### src/rtl/fft_pair_bridge.sv
// rtl/fft_pair_bridge.sv - RAM read-port to butterfly bridge: aligns slot control with read latency and pairs operands.
module fft_pair_bridge #(
  parameter int FFT_N  = 10,
  parameter int FFT_DW = 16,
  parameter int RD_LAT = 2
) (
  input  logic                clk,
  input  logic                reset,
  input  logic                en,
  input  logic                iact,
  input  logic [1:0]          ictrl,
  input  logic [FFT_N-2:0]    iaddr,
  input  logic [2*FFT_DW-1:0] idata_a,
  input  logic [2*FFT_DW-1:0] idata_b,
  output logic                oact,
  output logic [1:0]          octrl,
  output logic [FFT_N-2:0]    oaddr,
  output logic [2*FFT_DW-1:0] oa,
  output logic [2*FFT_DW-1:0] ob,
  output logic                o_err
);

  localparam int AW = FFT_N - 1;
  localparam int DW = 2 * FFT_DW;
  localparam int CW = 3 + AW;

  localparam logic [1:0] MODE_EVEN = 2'b00;
  localparam logic [1:0] MODE_RSVD = 2'b01;
  localparam logic [1:0] MODE_ODD  = 2'b11;

  // Stage RD_LAT is the pipe head: it describes the slot whose words sit in e1/o1.
  logic [CW-1:0] cpipe [0:RD_LAT];
  logic [DW-1:0] e1, o1, o2;
  logic          pend_even;

  logic          head_act;
  logic [1:0]    head_ctrl;
  logic [AW-1:0] head_addr;
  logic [DW-1:0] sel_a, sel_b;
  logic          seq_err;

  assign head_act  = cpipe[RD_LAT][CW-1];
  assign head_ctrl = cpipe[RD_LAT][CW-2:CW-3];
  assign head_addr = cpipe[RD_LAT][AW-1:0];

  always_ff @(posedge clk) begin
    if (reset) begin
      for (int i = 0; i <= RD_LAT; i++) cpipe[i] <= '0;
    end else if (en) begin
      cpipe[0] <= {iact, ictrl, iaddr};
      for (int i = 1; i <= RD_LAT; i++) cpipe[i] <= cpipe[i-1];
    end
  end

  always_ff @(posedge clk) begin
    if (en) begin
      e1 <= idata_a;
      o1 <= idata_b;
      o2 <= o1;
    end
  end

  // Even pairs take the next slot's even word straight off the read port.
  always_comb begin
    sel_a = e1;
    sel_b = o1;
    case (head_ctrl)
      MODE_EVEN: begin
        sel_a = e1;
        sel_b = idata_a;
      end
      MODE_ODD: begin
        sel_a = o2;
        sel_b = o1;
      end
      default: begin
        sel_a = e1;
        sel_b = o1;
      end
    endcase
  end

  always_comb begin
    seq_err = 1'b0;
    if (head_act && head_ctrl == MODE_RSVD) seq_err = 1'b1;
    if (head_act && head_ctrl == MODE_ODD && !pend_even) seq_err = 1'b1;
    if (pend_even && !(head_act && head_ctrl == MODE_ODD)) seq_err = 1'b1;
  end

  always_ff @(posedge clk) begin
    if (reset) begin
      oact      <= 1'b0;
      octrl     <= 2'b00;
      oaddr     <= '0;
      oa        <= '0;
      ob        <= '0;
      o_err     <= 1'b0;
      pend_even <= 1'b0;
    end else if (en) begin
      oact      <= head_act;
      octrl     <= head_ctrl;
      oaddr     <= head_addr;
      oa        <= sel_a;
      ob        <= sel_b;
      o_err     <= o_err | seq_err;
      pend_even <= head_act && (head_ctrl == MODE_EVEN);
    end
  end

endmodule

### config.mk
export PLATFORM = sky130hd
export DESIGN_NAME = fft_pair_bridge
export DESIGN_NICKNAME = d
export VERILOG_FILES = /design/src/rtl/fft_pair_bridge.sv
export SDC_FILE = /design/constraint.sdc
export NUM_CORES = 1
export LEC_CHECK = 0
export ABC_AREA = 1
export CORE_ASPECT_RATIO = 1.4
export CORE_UTILIZATION = 46
export DETAILED_ROUTE_END_ITERATION = 10
export PLACE_DENSITY = 0.73
export SYNTH_ARGS = -nofsm -noshare
export SYNTH_HDL_FRONTEND = slang
export SYNTH_SLANG_ARGS = --single-unit
### constraint.sdc
create_clock -name clk -period 2.09 [get_ports clk]
set_input_delay 0.209 -clock clk [delete_from_list [all_inputs] [get_ports clk]]
set_output_delay 0.209 -clock clk [all_outputs]
set_load 0.01 [all_outputs]
Word level (Yosys, flattened, before mapping). Memories as Yosys holds them, arrays and structs flattened. Index checks and enable logic that the tools add are counted.

Flip-flop bits (word level): 174. Bits in latches: 0. Bits in writable memories: 36. Memory bits (read-only): 0. Output and inout bits: 77. Logic and storage cells: 38. Memories: 1.

Add/sub/neg operators: 0. Multiply operators: 0. Div/mod/pow operators: 0. $lt $le $gt $ge: 0. Eq/ne operators: 2. Shifts and indexed selects: 0. Mux-type cells: 13. Bitwise gates (word level): 4. Reduce and logical (&&, ||, !) cells: 8.

Memory list: cpipe (words 3, bits a word 12, read ports 3, clocked after memory_dff 0, write ports 3, RTL line 32) `logic [CW-1:0] cpipe [0:RD_LAT];`.

Operators by type and width (count): $mux W32 (2); $mux W12 (3); $mux W1 (8); $logic_and A1 B1 Y1 (5); $or A1 B1 Y1 (4); $eq A2 B1 Y1 const B (1); $eq A2 B2 Y1 const B (1); $logic_not A1 Y1 (2); $logic_not A2 Y1 (1).

Depth between registers and ports, before layout. Gate-level depths: netlist of run 1.

Word-level depth: 6. Depth in mapped cells: 6.

Least setup slack after synthesis of run 1. Ideal clock, no wire load.

Path kind: input -> register. From: input en. To: memory cpipe[0][0] in the netlist's numbering (enable). Setup time: 394 ps. Data arrival time: 1216 ps. Required time: 1696 ps. Setup slack: 480 ps. Cell stages on the path: 3. Cell sequence: inv_2 > buf_2 > nand2_1.

RTL lines: start, declared (RTL line 9) `input logic en,`; end, declared (RTL line 32).

Final worst setup path of run 1.
From: register oa[3]. To: output oa[3].

RTL lines: start, declared (RTL line 18) `output logic [2*FFT_DW-1:0] oa,`; start signal, assigned (RTL line 103) `oa <= sel_a;`.

No word-level cell between the ends.

==> results of run 1 <==
per-layer routing:
metal | track usage | routed length, um | vias to the layer above | share of wire
met1 | 0.259 | 6620 | 2531 | 0.37
met3 | 0.0384 | 1130 | 43 | 0.064
li1 | - | - | 2530 | -
met5 | 0 | 0 | - | 0
met4 | 0.0997 | 680 | 0 | 0.038
met2 | 0.376 | 9260 | 228 | 0.52
flip-flops by register name, indices dropped and copies added (netlist names), 2 cells and up:
name,flops
o2,32
e1,32
ob,32
o1,32
oa,32
octrl,2
cpipe,36
oaddr,9
worst register-to-register path: cells and delay by family, from the launching register on:
kind                   cells  cell delay (ps)
buffers and inverters      2              720
AO/OA/AOI/OAI              1              180
AND/OR/NAND/NOR            2              240
flip-flops                 1              420
path summary, 6_finish.rpt:
path / start / end / slack [ps]
worst max-delay path: oa[3]$_SDFFE_PP0P_ / oa[3] / 440
worst min-delay path: en / octrl[1]$_SDFFE_PP0P_ / 150
worst max register to register: cpipe[0][33]$_SDFFCE_PN0P_ / oa[8]$_SDFFE_PP0P_ / 460
worst min register to register: cpipe[0][24]$_SDFFCE_PN0P_ / oaddr[0]$_SDFFE_PP0P_ / 440
kinds of logic after synthesis:
group                  synth area share
AND/OR/NAND/NOR                   0.125
flip-flops                        0.735
AO/OA/AOI/OAI                    0.0865
buffers and inverters            0.0531
metrics by stage:
| step | hold slack, ps | area, um2 | util | instances |
|---|---|---|---|---|
| floorplan | 278 | 7520 | - | 638 |
| global placement | 420 | 9270 | 0.586 | 962 |
| detailed placement | 429 | 9270 | 0.586 | 962 |
| CTS | 128 | 10000 | 0.633 | 998 |
| global route | 153 | 10000 | 0.633 | 998 |
| finish | 145 | 10000 | 0.633 | 998 |
power breakdown:
part	total (mW)	internal, mW	switching, mW	leakage, nW
logic	0.863	0.429	0.433	1.34
clock network	4.00	2.49	1.51	0.354
registers	4.86	4.73	0.131	1.98
layout by cell type (no fill, tap or decap):
| master | count |
|---|---|
| a21oi_1 | 1 |
| buf_12 | 5 |
| buf_4 | 13 |
| bufinv_16 | 5 |
| clkbuf_1 | 2 |
| clkbuf_16 | 21 |
| clkbuf_8 | 1 |
| clkdlybuf4s50_1 | 154 |
| clkinv_1 | 2 |
| clkinv_2 | 3 |
| clkinvlp_4 | 2 |
| dfxtp_1 | 78 |
| edfxtp_1 | 132 |
| inv_1 | 40 |
| inv_2 | 4 |
| nand2_1 | 29 |
| nand2_2 | 1 |
| nand3_1 | 78 |
| nor2_1 | 68 |
| nor2_4 | 2 |
| nor3_1 | 32 |
| o21ai_0 | 62 |
| o21ai_1 | 67 |
final cells by class:
class,instances,area [um2],share of cell area
Inverter,44,165,0.0165
Multi-Input combinational cell,340,1590,0.159
Clock buffer,24,547,0.0547
Clock inverter,12,188,0.0188
Sequential cell,210,5530,0.552
Tap cell,196,245,0.0245
Timing Repair Buffer,172,1740,0.174
==> impl_metrics.json, run 1 <==
{
  "cts_buffer_depth": 3,
  "drtIter0Drc": 317,
  "synth_top_area_cell": "edfxtp_1",
  "cts_resized": 0,
  "synth_most_common_cell": "edfxtp_1",
  "cts_setup_buffers": 0,
  "fin_skew_ps": 21.4,
  "grt_pass1_vias": 5398,
  "ys_ff_latch": 210,
  "ys_seq_area_frac": 0.735,
  "cap_violations": 0,
  "end_kind": "output pin",
  "numCtsBuffers": 20,
  "timing_worst_slew_pin_value_ps": 663,
  "crit_type": "flip-flop to output pin",
  "fill_cells": 1243,
  "n_antenna_cell": 0,
  "clk_pin_slew_ps": 60,
  "ys_warn_count": 0,
  "post-route-min-period_ps": 1650,
  "first_pass_iters": 5,
  "start_util": 0.476,
  "critPathMaxStageDelay_ps": 610,
  "crit_family": "buffers and inverters",
  "async_flop_share": 0,
  "antenna_found_initial": 0,
  "hold_buffers": 0,
  "tns_ps": 0,
  "gr-total-overflow": 0,
  "clockRootBuffer": "clkbuf_16",
  "rr_worst_depth": 5,
  "cp_num_cells": 1,
  "slew_viol_final": 0,
  "hpwl_mm": 11.2,
  "outcome": "completed",
  "irDropWorstVdd_uv": 713,
  "maxSlewHeadroom": 0.557,
  "synth_cell_types": 19,
  "grt_pass1_wl_mm": 28.0,
  "hold_viol": 0,
  "die_h_um": 153,
  "die_x_um": 110,
  "fin_nets": 867,
  "grt_start_max_net_pins": 98,
  "yosys.area.top_type_share": 0.527,
  "synth_edf_count": 132,
  "drcViolationCount": 0,
  "core_mm2": 0.0158,
  "path_buf_inv": 1,
  "fmax_ghz": 0.605,
  "synthTopCellsByArea": "edfxtp_1 (53%), dfxtp_1 (21%), nand3_1 (5.2%)",
  "drive_gt1_frac": 0.0711,
  "rsz0062_at_grt": "no",
  "power_mw": 9.72,
  "ys.flop_type": "edfxtp_1",
  "fin_crit_sh": 0.791,
  "die_area_mm2": 0.0169,
  "path_cells": "clkdlybuf4s50_1",
  "path_max_fanout": 2,
  "synthTopCellsByCount": "edfxtp_1 (132), dfxtp_1 (78), nand3_1 (78)",
  "min_path_type": "primary input to flip-flop",
  "clk_latency_ps": 500,
  "vias": 5332,
  "ios": 156,
  "wire_per_inst_um": 17.7,
  "p_leak_nw": 3.67,
  "fin_ws_ps": 437,
  "worst_ep_required_time_ps": 1880,
  "cp_slowest_cell": "clkdlybuf4s50_1",
  "place_ws_ps": 413,
  "syn-num-nets": 717,
  "syn_to_final_growth_pct": 33.0,
  "drt-vias-per-instance": 5.34,
  "num_rows": 54,
  "port_buffers": 155,
  "min_delay_path_depth": 4,
  "routed_wirelength_mm": 17.7,
  "syn_avg_cell_area_um2": 11.8,
  "cts_tree": "done",
  "start_kind": "flip-flop",
  "cts.sinks": 210,
  "syn_area_mm2": 0.00752,
  "htree_levels": 1,
  "worstPathArrival_ps": 1440,
  "gp_congestion": 0.797,
  "synth_cells": 638,
  "setup-violations-final": 0,
  "detail-route-antenna-nets": 0,
  "powerDensity_mw_per_mm2": 971,
  "grt_use_total": 0.218
}
No activity file was read; power rests on OpenSTA's default activity.
==> run 2, diff against run 1 <==
==> constraint.sdc (replaced) <==
create_clock -name clk -period 1.6 [get_ports clk]
set_input_delay 0.16 -clock clk [delete_from_list [all_inputs] [get_ports clk]]
set_output_delay 0.16 -clock clk [all_outputs]
set_load 0.01 [all_outputs]
==> run 2 against run 1 <==
Against the previous run: largest power group unchanged; via count down 0.36%; sequential power up 31%; register-to-register slack worse by 270 ps.
==> impl_metrics.json, run 2 (synthesized netlist as in run 1, its figures left out) <==
{
  "rr_worst_depth": 5,
  "fmax_ghz": 0.636,
  "drive_gt1_frac": 0.0708,
  "multiInputGateArea_mm2": 0.00159,
  "path_buf_inv": 1,
  "min_path_type": "primary input to flip-flop",
  "die_x_um": 110,
  "fin_skew_ps": 8.41,
  "cap_violations": 0,
  "cts_tree": "done",
  "hold_viol": 0,
  "drcViolationCount": 0,
  "min_delay_path_depth": 4,
  "critPathMaxStageDelay_ps": 560,
  "cts.sinks": 210,
  "grt_use_total": 0.211,
  "worst_ep_required_time_ps": 1440,
  "clk_latency_ps": 490,
  "start_kind": "flip-flop",
  "routed_wirelength_mm": 17.7,
  "start_util": 0.476,
  "hpwl_mm": 11.4,
  "path_max_fanout": 2,
  "clockRootBuffer": "clkbuf_16",
  "timing_worst_slew_pin_value_ps": 672,
  "maxSlewHeadroom": 0.552,
  "port_buffers": 155,
  "cts_buffer_depth": 3,
  "grt_pass1_wl_mm": 27.2,
  "irDropWorstVdd_uv": 1120,
  "drtIter0Drc": 385,
  "largest_reg_flops": 36,
  "fin_crit_sh": 0.983,
  "regMostFlops": "cpipe",
  "fill_cells": 1210,
  "num_rows": 54,
  "fin_nets": 870,
  "numCtsBuffers": 20,
  "die_area_mm2": 0.0169,
  "setup-violations-final": 0,
  "utilization": 0.632,
  "detail-route-antenna-nets": 0,
  "layout_commonest_cell": "clkdlybuf4s50_1",
  "antenna_found_initial": 0,
  "wire_per_inst_um": 17.7,
  "grt_start_max_net_pins": 98,
  "n_antenna_cell": 0,
  "htree_levels": 1,
  "regArea_mm2": 0.00553,
  "end_kind": "output pin",
  "tns_ps": 0,
  "post-route-min-period_ps": 1570,
  "slew_viol_final": 0,
  "syn_to_final_growth_pct": 32.9,
  "final_cell_mix": "clkdlybuf4s50_1 (138), edfxtp_1 (132), nand3_1 (78), dfxtp_1 (78), nor2_1 (68)",
  "drt-vias-per-instance": 5.31,
  "outcome": "completed",
  "cp_slowest_cell": "clkdlybuf4s50_1",
  "vias": 5313,
  "ff2ff_setup_slack_ps": 190,
  "ios": 156,
  "p_leak_nw": 3.86,
  "crit_family": "buffers and inverters",
  "cp_num_cells": 1,
  "clk_pin_slew_ps": 70,
  "die_h_um": 153,
  "core_mm2": 0.0158,
  "worstPathArrival_ps": 1410,
  "path_cells": "clkdlybuf4s50_1",
  "gr-total-overflow": 0,
  "gp_congestion": 0.803,
  "first_pass_iters": 5,
  "rsz0062_at_grt": "no",
  "grt_pass1_vias": 5397,
  "powerDensity_mw_per_mm2": 1210,
  "crit_type": "flip-flop to output pin"
}
==> run 2: cell types whose count changed in the layout (fill, tap and decap cells not counted), sizes merged <==
| cell | delta |
|---|---|
| clkinv | -2 |
| clkbuf | +6 |
| clkinvlp | -1 |
| dlymetal6s2s | +12 |
| dlygate4sd2 | +4 |
| clkdlybuf4s50 | -16 |
| bufinv | -4 |
| buf | +3 |
| inv | +1 |
==> run 2: layout make-up <==
type | count | area share
sequential | 210 | 0.553
timing repair buffer | 175 | 0.183
multi-input combinational | 340 | 0.159
clock buffer | 30 | 0.0580
tap | 196 | 0.0245
inverter | 44 | 0.0165
clock inverter | 6 | 0.00613
==> run 2: path summary, 6_finish.rpt <==
kind	start	to
worst max register to register	cpipe[0][33]$_SDFFCE_PN0P_	ob[2]$_SDFFE_PP0P_
worst min-delay path	en	octrl[1]$_SDFFE_PP0P_
worst min register to register	o1[17]$_DFFE_PP_	o2[17]$_DFFE_PP_
worst max-delay path	ob[12]$_SDFFE_PP0P_	ob[12]
==> run 2: through the flow <==
stage	setup WS, ps	hold slack, ps	cells	instance area [um2]	power, mW
after floorplan	38.6	229	638	7520	6.86
after global placement	96.6	420	965	9330	7.55
after detailed placement	40.4	424	965	9330	7.60
after CTS	0.422	93.6	1001	9960	12.2
after global routing	0.509	131	1001	9990	12.5
final	27.1	101	1001	9990	12.1
==> run 2: routing by layer <==
layer / vias to the layer above / global-route usage / part of all wire
li1: 2535 / - / -
met1: 2533 / 0.237 / 0.37
met2: 207 / 0.376 / 0.54
met3: 38 / 0.0392 / 0.059
met4: 0 / 0.102 / 0.033
met5: - / 0 / 0
==> run 2: report_power, final <==
group	switching [mW]	total [mW]	internal (mW)	leakage (nW)
sequential	0.173	6.35	6.18	1.98
clock	1.94	4.62	2.68	0.312
combinational	0.564	1.13	0.565	1.57
==> run 2: repair_timing <==
item                       in CTS  in global routing
gates cloned                    0                  0
pin swaps                       0                  0
buffers inserted                0                  0
gates resized for setup         4                 12
setup endpoints to repair       4                 12
hold buffers                    0                  0
